**config.mk**
```make
export PLATFORM = sky130hd
export DESIGN_NAME = axi4_user_yanker
export DESIGN_NICKNAME = d
export VERILOG_FILES = /design/src/rtl/axi4_yanker_pkg.sv /design/src/rtl/axi4_yanker_id_queue.sv /design/src/rtl/axi4_user_yanker.sv
export SDC_FILE = /design/constraint.sdc
export NUM_CORES = 2
export LEC_CHECK = 0
export ABC_CLOCK_PERIOD_IN_PS = 8900
export CORE_MARGIN = 1.5
export CORE_UTILIZATION = 45
export DETAILED_ROUTE_END_ITERATION = 16
export PLACE_DENSITY_LB_ADDON = 0.12
export RECOVER_POWER = 25
export SETUP_SLACK_MARGIN = 0.05
export SYNTH_ARGS = -nofsm -noshare
export SYNTH_HDL_FRONTEND = slang
export SYNTH_SLANG_ARGS = --single-unit
```
**constraint.sdc**
```tcl
create_clock -name clock -period 8.9 [get_ports clock]
set_input_delay 1.335 -clock clock [delete_from_list [all_inputs] [get_ports clock]]
set_output_delay 1.335 -clock clock [all_outputs]
set_load 0.02 [all_outputs]
```
**src/rtl/axi4_yanker_pkg.sv**
```systemverilog
// Shared types and sizes for the AXI4 user yanker.
// echo_t packs the echo sideband carried by AW/AR and re-attached to B/R.
package axi4_yanker_pkg;

  localparam int unsigned ID_W    = 4;
  localparam int unsigned SIZE_W  = 4;
  localparam int unsigned SRC_W   = 6;
  localparam int unsigned XID_W   = 2;
  localparam int unsigned ECHO_W  = SIZE_W + SRC_W + XID_W;
  localparam int unsigned NUM_IDS = 1 << ID_W;

  typedef struct packed {
    logic [SIZE_W-1:0] size;
    logic [SRC_W-1:0]  source;
    logic [XID_W-1:0]  extra_id;
  } echo_t;

  // Pointer width that stays legal for a single-entry queue.
  function automatic int unsigned ptr_width(input int unsigned depth);
    return (depth > 1) ? $clog2(depth) : 1;
  endfunction

endpackage

```
**src/rtl/axi4_yanker_id_queue.sv**
```systemverilog
// Single echo FIFO for one ID in one direction.
// Ports: clock, reset (async active-low), push/push_data, pop,
//        full, empty, head (zero while empty).
// A push while full or a pop while empty is ignored.
module axi4_yanker_id_queue
  import axi4_yanker_pkg::*;
#(
  parameter int unsigned CAPACITY = 4
) (
  input  logic  clock,
  input  logic  reset,
  input  logic  push,
  input  echo_t push_data,
  input  logic  pop,
  output logic  full,
  output logic  empty,
  output echo_t head
);

  localparam int unsigned PTR_W = ptr_width(CAPACITY);
  localparam int unsigned CNT_W = $clog2(CAPACITY) + 1;
  localparam logic [PTR_W-1:0] LAST_PTR = PTR_W'(CAPACITY - 1);
  localparam logic [CNT_W-1:0] CAP_CNT  = CNT_W'(CAPACITY);

  echo_t            mem_q [CAPACITY];
  logic [PTR_W-1:0] wr_ptr_q, wr_ptr_d;
  logic [PTR_W-1:0] rd_ptr_q, rd_ptr_d;
  logic [CNT_W-1:0] count_q, count_d;
  logic             do_push, do_pop;

  assign full    = (count_q == CAP_CNT);
  assign empty   = (count_q == '0);
  assign do_push = push & ~full;
  assign do_pop  = pop & ~empty;
  assign head    = empty ? '0 : mem_q[rd_ptr_q];

  always_comb begin
    wr_ptr_d = wr_ptr_q;
    rd_ptr_d = rd_ptr_q;
    count_d  = count_q;
    if (do_push) wr_ptr_d = (wr_ptr_q == LAST_PTR) ? '0 : wr_ptr_q + PTR_W'(1);
    if (do_pop)  rd_ptr_d = (rd_ptr_q == LAST_PTR) ? '0 : rd_ptr_q + PTR_W'(1);
    case ({do_push, do_pop})
      2'b10:   count_d = count_q + CNT_W'(1);
      2'b01:   count_d = count_q - CNT_W'(1);
      default: count_d = count_q;
    endcase
  end

  always_ff @(posedge clock or negedge reset) begin
    if (!reset) begin
      wr_ptr_q <= '0;
      rd_ptr_q <= '0;
      count_q  <= '0;
    end else begin
      wr_ptr_q <= wr_ptr_d;
      rd_ptr_q <= rd_ptr_d;
      count_q  <= count_d;
    end
  end

  // Storage needs no reset: entries are only visible through count.
  always_ff @(posedge clock) begin
    if (do_push) mem_q[wr_ptr_q] <= push_data;
  end

endmodule

```
**src/rtl/axi4_user_yanker.sv**
```systemverilog
// AXI4 user yanker: strips the echo sideband from AW/AR, stores it per ID,
// and re-attaches it to the matching B/R responses.
// Ports: clock, reset (async active-low);
//   in_aw/in_ar  : AXI4 request + echo from upstream; out_aw/out_ar: echo-free
//   in_w/out_w   : W channel passed straight through
//   in_b/in_r    : responses upstream with echo;      out_b/out_r  : echo-free
//   err_unexpected (only with AXI4_YANKER_ERR_EN): sticky, set on a B or R
//   fire whose queue is empty.
module axi4_user_yanker
  import axi4_yanker_pkg::*;
#(
  parameter int unsigned CAPACITY = 4
) (
  input  logic              clock,
  input  logic              reset,
  // AW
  input  logic              in_aw_valid,
  output logic              in_aw_ready,
  input  logic [ID_W-1:0]   in_aw_bits_id,
  input  logic [31:0]       in_aw_bits_addr,
  input  logic [7:0]        in_aw_bits_len,
  input  logic [2:0]        in_aw_bits_size,
  input  logic [1:0]        in_aw_bits_burst,
  input  logic [SIZE_W-1:0] in_aw_bits_echo_tl_state_size,
  input  logic [SRC_W-1:0]  in_aw_bits_echo_tl_state_source,
  input  logic [XID_W-1:0]  in_aw_bits_echo_extra_id,
  output logic              out_aw_valid,
  input  logic              out_aw_ready,
  output logic [ID_W-1:0]   out_aw_bits_id,
  output logic [31:0]       out_aw_bits_addr,
  output logic [7:0]        out_aw_bits_len,
  output logic [2:0]        out_aw_bits_size,
  output logic [1:0]        out_aw_bits_burst,
  // W
  input  logic              in_w_valid,
  output logic              in_w_ready,
  input  logic [63:0]       in_w_bits_data,
  input  logic [7:0]        in_w_bits_strb,
  input  logic              in_w_bits_last,
  output logic              out_w_valid,
  input  logic              out_w_ready,
  output logic [63:0]       out_w_bits_data,
  output logic [7:0]        out_w_bits_strb,
  output logic              out_w_bits_last,
  // B
  output logic              in_b_valid,
  input  logic              in_b_ready,
  output logic [ID_W-1:0]   in_b_bits_id,
  output logic [1:0]        in_b_bits_resp,
  output logic [SIZE_W-1:0] in_b_bits_echo_tl_state_size,
  output logic [SRC_W-1:0]  in_b_bits_echo_tl_state_source,
  output logic [XID_W-1:0]  in_b_bits_echo_extra_id,
  input  logic              out_b_valid,
  output logic              out_b_ready,
  input  logic [ID_W-1:0]   out_b_bits_id,
  input  logic [1:0]        out_b_bits_resp,
  // AR
  input  logic              in_ar_valid,
  output logic              in_ar_ready,
  input  logic [ID_W-1:0]   in_ar_bits_id,
  input  logic [31:0]       in_ar_bits_addr,
  input  logic [7:0]        in_ar_bits_len,
  input  logic [2:0]        in_ar_bits_size,
  input  logic [1:0]        in_ar_bits_burst,
  input  logic [SIZE_W-1:0] in_ar_bits_echo_tl_state_size,
  input  logic [SRC_W-1:0]  in_ar_bits_echo_tl_state_source,
  input  logic [XID_W-1:0]  in_ar_bits_echo_extra_id,
  output logic              out_ar_valid,
  input  logic              out_ar_ready,
  output logic [ID_W-1:0]   out_ar_bits_id,
  output logic [31:0]       out_ar_bits_addr,
  output logic [7:0]        out_ar_bits_len,
  output logic [2:0]        out_ar_bits_size,
  output logic [1:0]        out_ar_bits_burst,
  // R
  output logic              in_r_valid,
  input  logic              in_r_ready,
  output logic [ID_W-1:0]   in_r_bits_id,
  output logic [63:0]       in_r_bits_data,
  output logic [1:0]        in_r_bits_resp,
  output logic              in_r_bits_last,
  output logic [SIZE_W-1:0] in_r_bits_echo_tl_state_size,
  output logic [SRC_W-1:0]  in_r_bits_echo_tl_state_source,
  output logic [XID_W-1:0]  in_r_bits_echo_extra_id,
  input  logic              out_r_valid,
  output logic              out_r_ready,
  input  logic [ID_W-1:0]   out_r_bits_id,
  input  logic [63:0]       out_r_bits_data,
  input  logic [1:0]        out_r_bits_resp,
  input  logic              out_r_bits_last
`ifdef AXI4_YANKER_ERR_EN
  ,
  output logic              err_unexpected
`endif
);

  logic [NUM_IDS-1:0] w_full, w_empty, w_push, w_pop;
  logic [NUM_IDS-1:0] r_full, r_empty, r_push, r_pop;
  echo_t              w_head [NUM_IDS];
  echo_t              r_head [NUM_IDS];
  echo_t              aw_echo, ar_echo, b_echo, r_echo;
  logic               aw_fire, ar_fire, b_fire, r_fire;

  assign aw_echo = {in_aw_bits_echo_tl_state_size, in_aw_bits_echo_tl_state_source,
                    in_aw_bits_echo_extra_id};
  assign ar_echo = {in_ar_bits_echo_tl_state_size, in_ar_bits_echo_tl_state_source,
                    in_ar_bits_echo_extra_id};

  // Requests: a full queue blocks both sides; no bypass from a same-cycle pop.
  assign out_aw_valid     = in_aw_valid & ~w_full[in_aw_bits_id];
  assign in_aw_ready      = out_aw_ready & ~w_full[in_aw_bits_id];
  assign aw_fire          = in_aw_valid & in_aw_ready;
  assign out_aw_bits_id   = in_aw_bits_id;
  assign out_aw_bits_addr = in_aw_bits_addr;
  assign out_aw_bits_len  = in_aw_bits_len;
  assign out_aw_bits_size = in_aw_bits_size;
  assign out_aw_bits_burst = in_aw_bits_burst;

  assign out_ar_valid     = in_ar_valid & ~r_full[in_ar_bits_id];
  assign in_ar_ready      = out_ar_ready & ~r_full[in_ar_bits_id];
  assign ar_fire          = in_ar_valid & in_ar_ready;
  assign out_ar_bits_id   = in_ar_bits_id;
  assign out_ar_bits_addr = in_ar_bits_addr;
  assign out_ar_bits_len  = in_ar_bits_len;
  assign out_ar_bits_size = in_ar_bits_size;
  assign out_ar_bits_burst = in_ar_bits_burst;

  assign out_w_valid     = in_w_valid;
  assign in_w_ready      = out_w_ready;
  assign out_w_bits_data = in_w_bits_data;
  assign out_w_bits_strb = in_w_bits_strb;
  assign out_w_bits_last = in_w_bits_last;

  // Responses: handshake passes through, echo comes from the head of the ID's queue.
  assign in_b_valid     = out_b_valid;
  assign out_b_ready    = in_b_ready;
  assign in_b_bits_id   = out_b_bits_id;
  assign in_b_bits_resp = out_b_bits_resp;
  assign b_fire         = out_b_valid & in_b_ready;
  assign b_echo         = w_head[out_b_bits_id];
  assign in_b_bits_echo_tl_state_size   = b_echo.size;
  assign in_b_bits_echo_tl_state_source = b_echo.source;
  assign in_b_bits_echo_extra_id        = b_echo.extra_id;

  assign in_r_valid     = out_r_valid;
  assign out_r_ready    = in_r_ready;
  assign in_r_bits_id   = out_r_bits_id;
  assign in_r_bits_data = out_r_bits_data;
  assign in_r_bits_resp = out_r_bits_resp;
  assign in_r_bits_last = out_r_bits_last;
  assign r_fire         = out_r_valid & in_r_ready;
  assign r_echo         = r_head[out_r_bits_id];
  assign in_r_bits_echo_tl_state_size   = r_echo.size;
  assign in_r_bits_echo_tl_state_source = r_echo.source;
  assign in_r_bits_echo_extra_id        = r_echo.extra_id;

  // One-hot push/pop selects; a response to an empty queue pops nothing.
  assign w_push = aw_fire ? (NUM_IDS'(1) << in_aw_bits_id) : '0;
  assign r_push = ar_fire ? (NUM_IDS'(1) << in_ar_bits_id) : '0;
  assign w_pop  = (b_fire & ~w_empty[out_b_bits_id]) ? (NUM_IDS'(1) << out_b_bits_id) : '0;
  assign r_pop  = (r_fire & out_r_bits_last & ~r_empty[out_r_bits_id]) ?
                  (NUM_IDS'(1) << out_r_bits_id) : '0;

  for (genvar g = 0; g < NUM_IDS; g++) begin : g_queue
    axi4_yanker_id_queue #(.CAPACITY(CAPACITY)) u_wq (
      .clock    (clock),
      .reset    (reset),
      .push     (w_push[g]),
      .push_data(aw_echo),
      .pop      (w_pop[g]),
      .full     (w_full[g]),
      .empty    (w_empty[g]),
      .head     (w_head[g])
    );
    axi4_yanker_id_queue #(.CAPACITY(CAPACITY)) u_rq (
      .clock    (clock),
      .reset    (reset),
      .push     (r_push[g]),
      .push_data(ar_echo),
      .pop      (r_pop[g]),
      .full     (r_full[g]),
      .empty    (r_empty[g]),
      .head     (r_head[g])
    );
  end

`ifdef AXI4_YANKER_ERR_EN
  logic err_q;

  always_ff @(posedge clock or negedge reset) begin
    if (!reset) begin
      err_q <= 1'b0;
    end else if ((b_fire & w_empty[out_b_bits_id]) | (r_fire & r_empty[out_r_bits_id])) begin
      err_q <= 1'b1;
    end
  end

  assign err_unexpected = err_q;
`endif

endmodule

```
==> impl_metrics.toml <==
[run_status]
status = "finished, violations left"
violations = "DRC, capacitance limit, slew limit"

[setup_path]
crit_required_ps = 7570
worst_setup_path_start_kind = "primary input"
path_max_fanout = 25
ff2ff_setup_slack_ps = 5540
cp-end-kind = "primary output"
rr_worst_depth = 10
arrival_ps = 5160
rr_startpoint = "g_queue[4].u_rq.count_q[1]$_DFFE_PN0P_"
timing.rr.end = "g_queue[6].u_rq.count_q[2]$_DFFE_PN0P_"
critPathKind = "primary input to primary output"

[pwr]
power_switching_share = 0.268
clockPowerShare = 0.366
seqPwrFrac = 0.482
p_comb_frac = 0.152
p_int_mw = 15.3
power.net_switching_mw = 5.60
powerDensity_mw_per_mm2 = 254
p_leak_nw = 27.4
vdd.ir_drop.worst_mv = 0.204

[synthesis]
yosysTopAreaCell = "edfxtp_1"
seq_area_frac_synth = 0.691
yosysTopAreaCellShare = 0.616
yosys-top-cells-area = "edfxtp_1 62%, mux4_2 12%, dfrtp_1 7.5%"
ys_types = 58
synthFlopType = "edfxtp_1"
synth-seq-cells = 1760
synth_edf_count = 1536
synthesis.area_mm2 = 0.0748
syn_area_per_cell_um2 = 17.9
ys_warn_count = 0
synthArstFlopShare = 0.127
synth_cells = 4180
synth_nets = 4688

[drt]
drc = 41
drt_pass1_iterations = 12
avgViaCountPerCell = 5.74
drt_iter0_drc = 3601
vias = 36879
detail-route-antenna-nets = 0
finalWirelength_um = 192000
wl_per_cell_um = 29.9

[grt]
gr-total-overflow = 0
grt_max_degree = 96
grt_pass1_vias = 36791
grt_antenna_before_repair = 2
grt_first_pass_wirelength_um = 274000
gr-usage-all-layers = 0.228

[worst_hold_path]
min_path_cells = 1
worstHoldStart = "g_queue[4].u_wq.count_q[2]$_DFFE_PN0P_"
hold_end = "g_queue[4].u_wq.count_q[2]$_DFFE_PN0P_"
hold_path.class = "flip-flop to flip-flop"

[finish]
finalNetCount = 4585
stdcell_count = 6427
drive_above_1_share = 0.204
area_growth_pct = 9.75
diodes = 0
stdcell_area_mm2 = 0.0821

[clock_network]
cts.repair.resized = 0
htree_levels = 4
numClockSinks = 1760
clkTransAtPathRegs_ps = 50
cts-buffers-inserted = 182
cts_root_buffer = "clkbuf_16"
post_cts_buffers = 0
clock_latency_ps = 800
cts_tree = "built"
cts_max_path_buffers = 3
cts_hold_buf = 0

[sta]
fin_crit_ps = 6500
tns_ps = 0
fin_crit_sh = 0.730
hold_viol = 0
slew_violations = 1642
rsz0062_at_grt = "no"
tightest_slew_ps = 5820
setup_viol = 0
max_freq_mhz = 154
skew_ps = 25.5
relSlewSlack = -2.88

[floorplanning]
boundaryPins = 566
dieWidth_um = 411
die_area_mm2 = 0.169
die_height_um = 411
initial_core_util = 0.454
core_area_mm2 = 0.165
rows = 149

[placed_design]
placedCellCount = 6082
port_buffers = 99
dp_hpwl_um = 127000
gp_congestion = 0.866
placed_cell_area_mm2 = 0.0762

[run]
maxCapViolCount = 25
-- synthesized netlist by cell type, types with 8 or more instances --
| master | number |
|---|---|
| nor2b_1 | 16 |
| a32o_1 | 14 |
| and2_2 | 16 |
| a31oi_1 | 58 |
| ha_1 | 192 |
| fa_1 | 32 |
| nand4_1 | 27 |
| o21ai_0 | 29 |
| a211oi_1 | 11 |
| buf_4 | 254 |
| buf_1 | 27 |
| dfrtp_1 | 224 |
| buf_2 | 39 |
| mux2i_1 | 13 |
| and4_1 | 12 |
| mux2_2 | 110 |
| o311a_1 | 8 |
| a32oi_1 | 40 |
| nand2_1 | 83 |
| and2_1 | 120 |
| a21oi_1 | 43 |
| nand3_1 | 177 |
| xor2_1 | 64 |
| inv_1 | 194 |
| clkbuf_1 | 112 |
| xnor2_1 | 32 |
| nor3b_1 | 23 |
| edfxtp_1 | 1536 |
| nor2_1 | 128 |
| mux4_2 | 388 |
| a221oi_1 | 8 |
| nor3_1 | 25 |
| and3_1 | 31 |
| or3_1 | 25 |
| mux2_4 | 16 |
-- placed cells by master (no fill, tap or decap), types with 32 or more instances in the layout --
cell	count
clkbuf_16	190
nor2_1	126
clkdlybuf4s50_1	74
nand3_1	177
edfxtp_1	1536
inv_1	194
clkbuf_1	83
ha_1	192
mux2_2	110
xor2_1	64
xnor2_1	32
a21oi_1	43
and2_1	120
a32oi_1	40
fa_1	32
nand2_1	83
dfrtp_1	224
a31oi_1	58
mux4_2	388
-- final cells by class --
cell class / instances / area, um^2
clock buffer: 266 / 5220
clock inverter: 79 / 788
fill: 13527 / 82900
inverter: 194 / 728
multi-input combinational: 1790 / 19800
sequential: 1760 / 51700
tap: 2189 / 2740
timing repair buffer: 149 / 1160
-- routing by layer --
metal	part of all wire	track usage	wire [um]	vias to the layer above
met1	0.41	0.305	79100	19466
met5	0.000062	0.00113	12	-
met4	0.032	0.0738	6160	2
li1	-	-	-	15821
met2	0.49	0.371	94700	1294
met3	0.064	0.0505	12400	296
-- kinds of logic after synthesis --
| logic type | after synthesis | synth area share |
|---|---|---|
| compound gates | 231 | 0.0217 |
| flops | 1760 | 0.691 |
| simple gates | 712 | 0.0514 |
| buf+inv | 630 | 0.0454 |
| xor+xnor | 96 | 0.0112 |
| fa+ha+maj | 224 | 0.0407 |
| mux | 527 | 0.138 |
-- power groups by stage --
stage                     clock network, mW  logic, mW  registers, mW
after floorplan                           0       2.52           9.77
after global placement                    0       3.15           10.2
after detailed placement                  0       3.19           10.2
after CTS                              7.81       3.20           10.1
after global routing                   8.11       3.43           10.2
final                                  7.64       3.17           10.1
-- registers in the layout, indices dropped and copies added, names as in the netlist --
signal                 count
g_queue.u_wq.rd_ptr_q     32
g_queue.u_wq.count_q      48
g_queue.u_wq.wr_ptr_q     32
g_queue.u_wq.mem_q       768
g_queue.u_rq.wr_ptr_q     32
g_queue.u_rq.mem_q       768
g_queue.u_rq.count_q      48
g_queue.u_rq.rd_ptr_q     32
-- per-stage QoR --
| step | power, mW | utilization | worst slack (ps) | hold WS, ps |
|---|---|---|---|---|
| floorplan | 12.3 | - | 4420 | 446 |
| global placement | 13.4 | 0.462 | 2380 | 462 |
| detailed placement | 13.4 | 0.462 | 2400 | 464 |
| CTS | 21.1 | 0.498 | 2370 | 473 |
| global route | 21.7 | 0.498 | 2000 | 492 |
| finish | 20.9 | 0.498 | 2400 | 469 |
-- critical path, cell delays in order --
cell and delay (ps):
clkdlybuf4s50_1 950, nor2b_4 670, buf_4 360, and2_1 340, a221oi_1 160, a211oi_1 580
clkdlybuf4s50_1 730
-- how the worst max path moves through the flow --
stage                      from                                       end
2_1_floorplan  out_r_bits_id[1]         in_r_bits_echo_tl_state_source[5]
3_3_place_gp   out_b_bits_id[0]           in_b_bits_echo_tl_state_size[2]
3_5_place_dp   out_b_bits_id[0]           in_b_bits_echo_tl_state_size[2]
4_1_cts        out_b_bits_id[0]           in_b_bits_echo_tl_state_size[2]
5_1_grt                   reset  g_queue[10].u_rq.wr_ptr_q[1]$_DFFE_PN0P_
6_report       out_b_bits_id[0]           in_b_bits_echo_tl_state_size[2]
Power figures use the tool's default switching activity.
